### src/rtl/rx_lane_sync_pkg.sv
// rtl/rx_lane_sync_pkg.sv - shared PHY constants: comma symbol, lock count, lane FSM encoding
package rx_lane_sync_pkg;

  localparam logic [7:0] BC_SYMBOL_DEFAULT = 8'hBC;
  localparam int         BC_COUNT_DEFAULT  = 4;

  localparam logic [0:0] ST_INIT   = 1'b0;
  localparam logic [0:0] ST_ACTIVE = 1'b1;

endpackage

### src/rtl/rx_lane_sync_lane_sync.sv
// rtl/rx_lane_sync_lane_sync.sv - one lane: comma-lock FSM, saturating BC counter, output registers
import rx_lane_sync_pkg::*;

module lane_sync #(
  parameter logic [7:0] BC_SYMBOL = BC_SYMBOL_DEFAULT,
  parameter int         BC_COUNT  = BC_COUNT_DEFAULT
) (
  input  logic       clk_2f,
  input  logic       reset,
  input  logic [7:0] data_in,
  output logic [7:0] data_out,
  output logic       valid_out,
  output logic       active
);

  localparam logic [3:0] LP_LOCK = 4'(BC_COUNT);

  logic [0:0] r_state;
  logic [3:0] r_cnt;
  logic [7:0] r_data;
  logic       r_valid;
  logic       w_is_bc;

  assign w_is_bc = (data_in == BC_SYMBOL);

  always_ff @(posedge clk_2f) begin
    if (!reset) begin
      r_state <= ST_INIT;
      r_cnt   <= 4'd0;
      r_data  <= 8'h00;
      r_valid <= 1'b0;
    end else begin
      case (r_state)
        ST_INIT: begin
          r_data  <= 8'h00;
          r_valid <= 1'b0;
          if (w_is_bc) begin
            // Lock on the edge sampling the final comma; counter parks at the lock value.
            if (r_cnt == LP_LOCK - 4'd1) begin
              r_state <= ST_ACTIVE;
              r_cnt   <= LP_LOCK;
            end else begin
              r_cnt <= r_cnt + 4'd1;
            end
          end else begin
            r_cnt <= 4'd0;
          end
        end
        ST_ACTIVE: begin
          if (w_is_bc) begin
            r_data  <= 8'h00;
            r_valid <= 1'b0;
          end else begin
            r_data  <= data_in;
            r_valid <= 1'b1;
          end
        end
        default: begin
          r_state <= ST_INIT;
          r_cnt   <= 4'd0;
          r_data  <= 8'h00;
          r_valid <= 1'b0;
        end
      endcase
    end
  end

  assign data_out  = r_data;
  assign valid_out = r_valid;
  assign active    = (r_state == ST_ACTIVE);

endmodule

### src/rtl/rx_lane_sync.sv
// rtl/rx_lane_sync.sv - two independent lane synchronisers plus combined active flag
import rx_lane_sync_pkg::*;

module rx_lane_sync #(
  parameter logic [7:0] BC_SYMBOL = BC_SYMBOL_DEFAULT,
  parameter int         BC_COUNT  = BC_COUNT_DEFAULT
) (
  input  logic       clk_2f,
  input  logic       reset,
  input  logic [7:0] data_in0,
  input  logic [7:0] data_in1,
  output logic [7:0] data_out0,
  output logic [7:0] data_out1,
  output logic       valid_out0,
  output logic       valid_out1,
  output logic       active0,
  output logic       active1,
  output logic       active_out
);

  lane_sync #(.BC_SYMBOL(BC_SYMBOL), .BC_COUNT(BC_COUNT)) u_lane0 (
    .clk_2f    (clk_2f),
    .reset     (reset),
    .data_in   (data_in0),
    .data_out  (data_out0),
    .valid_out (valid_out0),
    .active    (active0)
  );

  lane_sync #(.BC_SYMBOL(BC_SYMBOL), .BC_COUNT(BC_COUNT)) u_lane1 (
    .clk_2f    (clk_2f),
    .reset     (reset),
    .data_in   (data_in1),
    .data_out  (data_out1),
    .valid_out (valid_out1),
    .active    (active1)
  );

  assign active_out = active0 & active1;

endmodule

### config.mk
export PLATFORM = sky130hd
export DESIGN_NAME = rx_lane_sync
export DESIGN_NICKNAME = d
export VERILOG_FILES = /design/src/rtl/rx_lane_sync_pkg.sv /design/src/rtl/rx_lane_sync_lane_sync.sv /design/src/rtl/rx_lane_sync.sv
export SDC_FILE = /design/constraint.sdc
export NUM_CORES = 1
export LEC_CHECK = 0
export ABC_CLOCK_PERIOD_IN_PS = 1550
export BUFFER_PORTS_ARGS = -buffer_cell sky130_fd_sc_hd__buf_2
export CORE_MARGIN = 5
export CORE_UTILIZATION = 47
export DETAILED_ROUTE_END_ITERATION = 8
export PLACE_DENSITY = 0.81
export SETUP_SLACK_MARGIN = 0.2
export SYNTH_ARGS = -nofsm -noshare
export SYNTH_HDL_FRONTEND = slang
export SYNTH_SLANG_ARGS = --single-unit
### constraint.sdc
create_clock -name clk_2f -period 1.55 [get_ports clk_2f]
set_clock_uncertainty 0.05 [all_clocks]
set_input_delay 0.155 -clock clk_2f [delete_from_list [all_inputs] [get_ports clk_2f]]
set_output_delay 0.155 -clock clk_2f [all_outputs]
set_load 0.02 [all_outputs]
==> results of run 1 <==
synth_stat cells, drive strengths merged, types with 3 or more instances:
cell | n | area (sq um)
nor2b | 5 | 31.28
nand4 | 3 | 18.77
clkbuf | 3 | 11.26
nand4b | 3 | 26.28
nand3 | 3 | 15.01
dfxtp | 28 | 560.5
and2 | 5 | 32.53
nor3b | 5 | 37.54
buf | 3 | 17.52
nand2 | 10 | 45.04
a21boi | 5 | 37.54
and3 | 17 | 113.9
final timing paths:
path / startpoint / to
min reg2reg: u_lane0.r_cnt[0] / u_lane0.r_cnt[0]
max: data_in1[5] / u_lane1.data_out[5]
min: data_in0[6] / u_lane0.data_out[6]
max reg2reg: u_lane1.r_cnt[0] / u_lane1.r_cnt[0]
cell type report:
cell class              count  area [sq um]
clock inverters             1         30.03
flip-flops and latches     28         570.5
multi-input cells          72         511.7
repair buffers             44         250.2
clock buffers               3         22.52
well taps                  28         35.03
fillers                   181         792.0
sequential cells by signal, indices dropped and copies added, names as in the netlist:
| register | count |
|---|---|
| u_lane0.active | 1 |
| u_lane0.data_out | 8 |
| u_lane1.data_out | 8 |
| u_lane0.valid_out | 1 |
| u_lane1.valid_out | 1 |
| u_lane1.r_cnt | 4 |
| u_lane0.r_cnt | 4 |
| u_lane1.active | 1 |
timing repair:
action                                  in CTS  in global routing
endpoints found under the setup margin       2                  4
hold buffers                                 2                  4
resized for setup                            2                  6
hold endpoints to repair                     2                  4
layer usage:
metal,part of all wire [%],vias up,wire [um]
li1,-,470,-
met1,42,413,980
met2,54,19,1266
met3,3.9,2,93
met4,0.68,0,16
met5,0,-,0
per-stage QoR:
| stage | std cells | power, mW |
|---|---|---|
| after floorplan | 106 | 0.7553 |
| after global placement | 166 | 0.7791 |
| after detailed placement | 166 | 0.7795 |
| after CTS | 172 | 1.248 |
| after global routing | 176 | 1.297 |
| final | 176 | 1.245 |
logic make-up after synthesis:
logic type / Yosys count / share of synthesized area (%)
AND/OR/NAND/NOR: 58 / 35.16
adder cells (fa/ha/maj): 2 / 2.283
flip-flops: 28 / 51.14
AO/OA/AOI/OAI: 11 / 7.991
buffers and inverters: 6 / 2.626
XOR/XNOR: 1 / 0.7992
where the power goes:
group,internal (mW),switching (mW)
clock network,0.261,0.210
logic,0.0333,0.0240
registers,0.716,0.0000907
total,1.01,0.234
critical path: cells and delay by family:
kind / cells / cell delay, ns
AND/OR/NAND/NOR: 3 / 0.73
buffers and inverters: 2 / 0.66
cell usage in the layout (no fill, tap or decap), types with 4 or more instances in the layout:
master / synthesis / routed
buf_2: 2 / 38
dlygate4sd3_1: 0 / 6
and3_2: 6 / 6
and2_1: 4 / 4
nor2b_1: 5 / 5
nor3b_1: 5 / 4
dfxtp_1: 28 / 24
and3_1: 11 / 11
nand2_1: 9 / 9
==> metrics, run 1 <==
outcome complete, no violations; initial DRC count 11; fin. max-slew vios 0; first-pass GRT wire length 3795 um; postcts setup bufs 0; grt total ovfl 0; R2R depth 4; GR peak layer met2; Worst VDD drop 506.7 uV; total vias in the final route 904; Achievable Freq 738.0 MHz; cts bufs inserted 3; clk buf depth 2; Worst Hold Depth 2; DR pass1 iterations 5; Final TNS setup 0 ns; DP Wirelength 1640 um; Post-Syn Instances 106; Critical Path Max Stage Delay 0.54 ns; Slew @ Worst Pin 0.2976 ns; vias in the first global route 878; initial antenna violation count 0; CTS Root Cell clkbuf_4; Hold Slack 0.01589 ns; Leakage 0.7068 nW; Total Wirelength 2357 um; YS warnings 0; Layout area overhead 29.57%; Critical-path top delay cell dlygate4sd3_1; All-Layer GR Usage 14.26%; Setup crit end kind flop; worst path required time 1.74 ns; Avg Cell Area, Syn 10.34 sq um; final hold vios 0; Rows 17; CP Max Fanout 6; die area 3398 sq um; CTS tree done; CTS sink cnt 28; Finish-stage setup viols 0; chip height 58.29 um; port bufs 38; kind of critical path in -> reg; R2R Setup Slk 0.24 ns; I/O Pins 39; die width 58.29 um; antenna-violating nets left 0; clock transition at the registers of the reported paths 0.15 ns; Core Box Area 2212 sq um; NumNets Final 169; final worst slack 0.1950 ns; layout cells sized above 1 39.19%; diodes inserted 0; H-tree lvl count 1; dpl cell area 1292 sq um; Startpoint Class input pin; # DRC 0; Post-synth EDFFs 0; grt met3 use 3.070%; register area share after synthesis 51.14%; WL/cell 13.39 um; max cap viols 0; worst skew pair latency 0.32 ns; Netlist Area Pre-Place 1096 sq um; GP Congestion 0.6910; crit-path cells dlygate4sd3_1, buf_2, and4b_1, nand2_1, and3_1; post-synthesis async set-or-reset flop share 0%; worst rel slew slack 80.16%; critical path arrival 1.54 ns; largest net degree at the start of global routing 22; met2 GRT Util 25.68%; RSZ-0062 raised after global routing yes; Synth cell types 29; vias per inst 5.136; Hold Crit Class in -> reg; Placement Setup Slack 0.2226 ns; starting density of the core 49.55%; met1 usage 16.51%; fin crit period 1.355 ns; syn nets 126; flops & latches, synth 28; Most used DFF post-synth dfxtp_1; fin util 64.20%; PD cells 877.0 nW/um^2; final period utilization 87.42%; fin area 1420 sq um
Power figures use the tool's default switching activity.
==> inputs of run 2 (changes only) <==
--- a/config.mk
+++ b/config.mk
@@ -7,7 +7,7 @@
 export LEC_CHECK = 0
 export ABC_CLOCK_PERIOD_IN_PS = 1550
 export BUFFER_PORTS_ARGS = -buffer_cell sky130_fd_sc_hd__buf_2
-export CORE_MARGIN = 5
+export CORE_MARGIN = 2
 export CORE_UTILIZATION = 47
 export DETAILED_ROUTE_END_ITERATION = 8
 export PLACE_DENSITY = 0.81
==> run 2 against run 1 <==
  * Fmax increased by 4.4%
  * Critical endpoint is now u_lane1.r_cnt[0]
  * Sequential cell count unchanged
  * Total power decreased by 11%
  * Cell area decreased by 5.6%
  * Largest cell class unchanged
  * Largest power group unchanged
  * Core utilization decreased by 3.6 points
  * Global-route usage increased by 1.7 points
==> metrics, run 2 (synthesis results as in run 1) <==
DP Wirelength 1518 um; PD cells 822.9 nW/um^2; I/O Pins 39; antenna-violating nets left 0; All-Layer GR Usage 15.92%; diodes inserted 0; Total Wirelength 2099 um; Leakage 0.6663 nW; worst path required time 1.71 ns; Placed Instances 166; cts bufs inserted 3; die width 52.29 um; final hold vios 0; fin. max-slew vios 0; final period utilization 83.73%; first-pass GRT wire length 3249 um; worst skew pair latency 0.31 ns; Core Box Area 2212 sq um; port bufs 38; layout cells sized above 1 40.85%; H-tree lvl count 1; largest net degree at the start of global routing 22; Worst VDD drop 559.7 uV; fin area 1341 sq um; Hold Crit Class in -> reg; kind of critical path reg -> reg; worst rel slew slack 79.68%; CP Max Fanout 4; clock transition at the registers of the reported paths 0.14 ns; vias per inst 5.271; starting density of the core 49.55%; WL/cell 12.35 um; Hold Slack 0.01324 ns; clk buf depth 2; CTS sink cnt 28; postcts setup bufs 0; initial antenna violation count 0; Setup crit end kind flop; outcome complete, no violations; # DRC 0; DR pass1 iterations 5; Final TNS setup 0 ns; fin crit period 1.298 ns; initial DRC count 19; GP Congestion 0.7613; fin cells 170; critical path arrival 1.46 ns; Finish-stage setup viols 0; die area 2734 sq um; Startpoint Class flop; Achievable Freq 770.6 MHz; max cap viols 0; CTS Root Cell clkbuf_4; commonest non-fill, non-tap cell in the layout buf_2; total vias in the final route 896; Slew @ Worst Pin 0.3048 ns; CTS tree done; grt total ovfl 0; Layout area overhead 22.37%; RSZ-0062 raised after global routing yes; leading cell types in the layout, fill and taps excluded buf_2, dfxtp_1, and3_1, nand2_1, and3_2; NumNets Final 163; Rows 17; chip height 52.29 um; dpl cell area 1292 sq um; total power 1.104 mW; vias in the first global route 790
## run 2: changes by cell type in the layout (fill, tap and decap cells not counted)
| cell | delta |
|---|---|
| dlygate4sd3_1 | -6 |
| a21boi_0 | +1 |
| a21boi_1 | -1 |
| bufinv_16 | -1 |
| clkbuf_8 | +1 |
| ha_1 | -1 |
| ha_2 | +1 |
| nor3b_1 | +1 |
| nor3b_2 | -1 |
## run 2: timing repair
| item | in CTS | in global routing |
|---|---|---|
| hold buffers | 0 | 0 |
| endpoints found under the setup margin | 2 | 3 |
| resized for setup | 2 | 5 |
## run 2: where the power goes
part           switching, mW  internal [mW]
logic                 0.0219         0.0234
registers           0.000101          0.716
clock network          0.199          0.143
## run 2: layer usage
metal	GRT usage, %	share of wire [%]	vias to the layer above	wire [um]
met5	0	0	-	0
met4	7.265	2.0	0	41
met3	3.714	5.2	7	109
met2	26.46	49	29	1027
met1	19.32	44	403	921
li1	-	-	457	-
## run 2: worst paths after layout
path                         start  slack (ns)                   to  cells past startpoint
hold reg to reg   u_lane1.r_cnt[1]        0.46     u_lane1.r_cnt[1]                      2
hold / removal         data_in1[7]        0.01  u_lane1.data_out[7]                      2
setup / recovery  u_lane1.r_cnt[0]        0.25     u_lane1.r_cnt[0]                      4
setup reg to reg  u_lane1.r_cnt[0]        0.25     u_lane1.r_cnt[0]                      4
## run 2: layout make-up
| cell class | instances | area [sq um] |
|---|---|---|
| clock buffer | 4 | 36.28 |
| fill | 193 | 870.8 |
| multi-input combinational | 72 | 509.2 |
| sequential | 28 | 570.5 |
| tap | 28 | 35.03 |
| timing repair buffer | 38 | 190.2 |
## run 2: metrics by stage
step | util, % | setup WS, ns
6_report | 60.63 | 0.2522
5_1_grt | 60.63 | 0.1879
4_1_cts | 60.18 | 0.2044
3_5_place_dp | 58.43 | 0.2289
3_3_place_gp | 58.43 | 0.3103
2_1_floorplan | - | 0.3423
## run 2: critical path, cell delays in order, from the launching register on
cell      delay [ns]
dfxtp_2         0.38
ha_2            0.21
or3b_1          0.38
nand4_1         0.10
a21boi_0        0.08
